--- config.mk ---
export PLATFORM = sky130hd
export DESIGN_NAME = mux_scan
export DESIGN_NICKNAME = d
export VERILOG_FILES = /design/src/rtl/mux_scan.sv
export SDC_FILE = /design/constraint.sdc
export NUM_CORES = 1
export LEC_CHECK = 0
export ABC_CLOCK_PERIOD_IN_PS = 2350
export BUFFER_PORTS_ARGS = -buffer_cell sky130_fd_sc_hd__buf_4
export CORE_ASPECT_RATIO = 0.5
export CORE_MARGIN = 3
export CORE_UTILIZATION = 43
export CTS_CLUSTER_SIZE = 24
export DETAILED_ROUTE_END_ITERATION = 8
export GPL_TIMING_DRIVEN = 0
export MAX_ROUTING_LAYER = met4
export PLACE_DENSITY = 0.76
export SYNTH_ARGS = -nofsm -noshare
export SYNTH_HDL_FRONTEND = slang
export SYNTH_SLANG_ARGS = --single-unit
--- constraint.sdc ---
create_clock -name clk -period 2.35 [get_ports clk]
set_clock_uncertainty 0.05 [all_clocks]
set_input_delay 0.47 -clock clk [delete_from_list [all_inputs] [get_ports clk]]
set_output_delay 0.47 -clock clk [all_outputs]
set_load 0.03 [all_outputs]
--- src/rtl/mux_scan.sv ---
`default_nettype none
// ============================================================================
// Module   : mux_scan
// Purpose  : Registered N_CH-channel, DW-bit multiplexer with two selection
//            modes. Manual mode loads the channel from sel_in. Scan mode steps
//            through all channels, holding each for dwell+1 cycles. Output
//            data and channel index are registered in the same edge, so they
//            always agree.
// Ports    : clk        - system clock, rising edge
//            rst_n      - asynchronous active-low reset
//            din        - packed channel data, channel k = din[k*DW +: DW]
//            mode       - 0 = manual, 1 = scan
//            sel_in     - channel to load
//            sel_load   - load sel_in this cycle
//            dwell      - cycles-minus-one each channel is held in scan mode
//            hold       - freeze channel index and dwell counter
//            dout       - registered data of channel sel_out
//            sel_out    - registered current channel index
//            dout_valid - high once dout holds sampled data
//            wrap       - one-cycle pulse on scan advance N_CH-1 -> 0
//            sel_err    - one-cycle pulse on a load with sel_in >= N_CH
// Revision : 1.0 - initial release
// ============================================================================
module mux_scan #(
   parameter int N_CH    = 8,
   parameter int DW      = 4,
   parameter int SEL_W   = $clog2(N_CH),
   parameter int DWELL_W = 8
) (
   input  logic                 clk,
   input  logic                 rst_n,
   input  logic [N_CH*DW-1:0]   din,
   input  logic                 mode,
   input  logic [SEL_W-1:0]     sel_in,
   input  logic                 sel_load,
   input  logic [DWELL_W-1:0]   dwell,
   input  logic                 hold,
   output logic [DW-1:0]        dout,
   output logic [SEL_W-1:0]     sel_out,
   output logic                 dout_valid,
   output logic                 wrap,
   output logic                 sel_err
);

   // One extra bit so the range check also works when N_CH == 2**SEL_W.
   localparam logic [SEL_W:0]   c_n_ch = (SEL_W+1)'(N_CH);
   localparam logic [SEL_W-1:0] c_last = SEL_W'(N_CH - 1);

   logic [SEL_W-1:0]   r_sel;
   logic [DWELL_W-1:0] r_cnt;
   logic               r_mode;

   logic [SEL_W-1:0]   w_sel_next;
   logic [DWELL_W-1:0] w_cnt_next;
   logic               w_mode_next;
   logic               w_wrap_next;
   logic               w_err_next;
   logic               w_sel_in_ok;
   logic [DW-1:0]      w_dout_next;
   logic [DW-1:0]      w_ch [N_CH];

   for (genvar k = 0; k < N_CH; k++) begin : g_ch
      assign w_ch[k] = din[k*DW +: DW];
   end

   assign w_sel_in_ok = ({1'b0, sel_in} < c_n_ch);

   // Next channel / counter. Priority: hold > sel_load > mode change > scan.
   always_comb begin
      w_sel_next  = r_sel;
      w_cnt_next  = r_cnt;
      w_mode_next = r_mode;
      w_wrap_next = 1'b0;
      w_err_next  = 1'b0;
      if (!hold) begin
         // The mode register only follows while not holding, so a mode change
         // made under hold is still seen once hold releases.
         w_mode_next = mode;
         if (sel_load) begin
            if (w_sel_in_ok) begin
               w_sel_next = sel_in;
               w_cnt_next = '0;
            end else begin
               w_err_next = 1'b1;
            end
         end else if (mode != r_mode) begin
            // Keep the channel, restart with a full dwell.
            w_cnt_next = '0;
         end else if (!mode) begin
            w_cnt_next = '0;
         end else if (r_cnt == dwell) begin
            w_cnt_next = '0;
            if (r_sel == c_last) begin
               w_sel_next  = '0;
               w_wrap_next = 1'b1;
            end else begin
               w_sel_next = r_sel + 1'b1;
            end
         end else begin
            // Wraps through 2**DWELL_W if dwell was lowered below r_cnt.
            w_cnt_next = r_cnt + 1'b1;
         end
      end
   end

   // Data of the channel that will be current after this edge.
   always_comb begin
      w_dout_next = '0;
      for (int k = 0; k < N_CH; k++) begin
         if (w_sel_next == SEL_W'(k)) begin
            w_dout_next = w_ch[k];
         end
      end
   end

   always_ff @(posedge clk or negedge rst_n) begin
      if (!rst_n) begin
         r_sel      <= '0;
         r_cnt      <= '0;
         r_mode     <= 1'b0;
         dout       <= '0;
         dout_valid <= 1'b0;
         wrap       <= 1'b0;
         sel_err    <= 1'b0;
      end else begin
         r_sel      <= w_sel_next;
         r_cnt      <= w_cnt_next;
         r_mode     <= w_mode_next;
         dout       <= w_dout_next;
         dout_valid <= 1'b1;
         wrap       <= w_wrap_next;
         sel_err    <= w_err_next;
      end
   end

   assign sel_out = r_sel;

endmodule
`default_nettype wire

==> impl_metrics.json <==
{
  "critPathMaxStageDelay_ns": 0.44,
  "dp.cells": 234,
  "ys_types": 44,
  "rsz0062_at_grt": "yes",
  "vdd_ir_drop_max_v": 0.0003398,
  "routed_wl_mm": 4.320,
  "drc": 0,
  "cts-root-buf": "clkbuf_8",
  "dieArea_um2": 3873,
  "layoutNonFillerInstCount": 261,
  "drv_slew": 0,
  "cts_buffers": 3,
  "yosysSeqAreaShare": 0.3352,
  "diodes": 0,
  "crit_required_ns": 2.46,
  "netlist_instances": 141,
  "finalCritPeriodShare": 1.041,
  "dieHeight_um": 45.53,
  "port_buffers": 56,
  "synth_warnings": 0,
  "grt_usage": 0.2170,
  "leakage_nw": 1.039,
  "fmax_mhz": 408.8,
  "cts_sinks": 18,
  "first_pass_iters": 4,
  "hold_path_class": "input pin to async pin",
  "hpwl_mm": 2.715,
  "max-cap-violations": 0,
  "path_max_fanout": 7,
  "n_fill_cell": 191,
  "ant_nets": 0,
  "max-clock-path-buffers": 2,
  "syn-cell-area_um2": 1344,
  "grt_pass1_wl_mm": 6.272,
  "synth_edf_count": 0,
  "crit_path_frequent_cell": "buf_4",
  "dieWidth_um": 85.06,
  "worst_path_max_delay_cell": "dfrtp_2",
  "start_kind": "flop",
  "synthToLayoutAreaGrowth_pct": 61.64,
  "crit_type": "flop to flop",
  "hold_viol_final": 0,
  "cts.htree.levels": 1,
  "place_congestion": 0.7962,
  "cts_tree": "done",
  "synth_fp_nets": 192,
  "clkLatencyLatePin_ns": 0.26,
  "viasPerCell": 5.418,
  "synthFlopType": "dfrtp_1",
  "arrival_ns": 2.56,
  "layout_commonest_cell": "buf_4",
  "initial_utilization": 0.4831,
  "ioPinCount": 58,
  "rows": 13,
  "antenna_found_initial": 0,
  "powerDensity_nw_per_um2": 503.7,
  "grt_pass1_vias": 1418,
  "overflow": 0,
  "ys_seq_elements": 18,
  "setup_viol": 4,
  "grt_max_degree": 19,
  "synth_area_per_cell_um2": 9.530,
  "final_cell_mix": "buf_4, dfrtp_1, o21ai_0",
  "whs_ns": 0.009547,
  "path_clk_slew_ns": 0.07,
  "violations": "setup timing",
  "synthArstFlopShare": 1.000,
  "outcome": "finished, violations left",
  "worstPathCellList": "xor2_2, nor4_4, buf_4, and2_4, a311oi_4, buf_4, buf_8, nor2_4, a32oi_2, a32oi_1",
  "detail_route.iter0.violations": 95,
  "final_layout_size_suffix_gt1_frac": 0.5536,
  "fin_crit_ns": 2.446,
  "wl_per_cell_um": 16.55,
  "cp.buffers_inverters": 3,
  "finalWorstSetupSlack_ns": -0.09599,
  "vias": 1414,
  "fp.coreArea_um2": 2781,
  "worstSetupEndpointType": "flop",
  "final_nets": 276,
  "path_delay_family": "simple AND/OR/NAND/NOR gates"
}
[sequential cells by signal (all words and copies together) (netlist names)]
name	cells
r_mode	1
dout	4
r_cnt	8
dout_valid	1
wrap	1
sel_out	3
[final timing paths]
path	startpoint	end	slack (ns)	depth (start not counted)
worst min register to register	r_cnt[7]	r_cnt[7]	0.53	2
min in group clk	mode	r_mode	0.42	2
worst max register to register	r_cnt[6]	dout[1]	-0.1	10
max in group asynchronous	rst_n	r_cnt[6]	2.03	1
worst max-delay path	r_cnt[6]	dout[1]	-0.1	10
worst min-delay path	rst_n	dout_valid	0.01	1
[logic make-up (layout without fill, tap and decap cells)]
family                     Yosys count  in the layout  share of synthesized area
buffers and inverters               12             95                    0.04376
and+or+nand+nor                     46             46                     0.2160
other                                2              2                   0.005589
AOI/OAI and AO/OA                   38             38                     0.2123
adders and majority gates            3              3                    0.02794
muxes                               11             11                    0.08752
xor gates and xnor gates            11             11                    0.07170
DFF                                 18             18                     0.3352
[worst reg2reg max path: cells and delay by family (launching register included)]
family	cells	cell delay, ns
compound gates	3	0.50
xor+xnor	1	0.17
buf+inv	3	0.48
flops	1	0.44
simple gates	3	0.71
[per-stage QoR]
step	setup TNS, ns	utilization	instance area (um^2)	worst slack [ns]	power, mW
global route	-0.6100	0.7809	2172	-0.2135	1.149
detailed placement	-1.771	0.6509	1810	-0.4164	0.7349
CTS	-0.2252	0.7153	1989	-0.06827	1.023
finish	-0.2107	0.7809	2172	-0.09599	1.094
global placement	-1.537	0.6509	1810	-0.3559	0.7292
floorplan	0	-	1344	0.02201	0.5833
[synthesized netlist by cell type (3+ instances only)]
master    count  share of area
ha_1          3          0.028
mux2_2        3          0.025
mux2_1        3          0.025
nor2_1        7          0.020
and2b_2       3          0.020
and2_1        6          0.028
inv_1         6          0.017
nand2_1      11          0.031
nand2b_1      3          0.014
xor2_1        9          0.059
a32oi_1       6          0.039
nor3b_1       3          0.017
dfrtp_1      18           0.34
o21ai_0      16          0.060
mux2i_1       5          0.037
nand3_1       3          0.011
[per-layer routing]
metal	part of all wire	vias up	routed length, um	global-route usage
met5	0	-	0	-
met4	0.028	0	122	0.08202
met3	0.058	15	249	0.05596
met2	0.50	60	2176	0.3719
met1	0.41	667	1771	0.2519
li1	-	672	-	-
[layout make-up]
type	count	area [um^2]	area share
flip-flops and latches	18	452.9	0.2085
multi-input cells	111	947.2	0.4361
repair buffers	79	604.3	0.2782
inverters	6	22.52	0.01037
clock buffers	4	55.05	0.02535
plain buffers	6	43.79	0.02016
well taps	37	46.29	0.02131
[what timing repair did]
item | 4_1_cts | 5_1_grt
setup endpoints to repair | 4 | 6
pin swaps | 8 | 16
hold buffers | 0 | 0
setup buffers | 12 | 11
gates resized for setup | 7 | 29
endpoints found under the hold margin | 0 | 0
[power by group]
part	internal (mW)	switching, mW	leakage, nW
Sequential	0.340	0.0186	0.226
Clock	0.149	0.114	0.0288
Combinational	0.233	0.239	0.783
No activity file was read; power rests on OpenSTA's default activity.
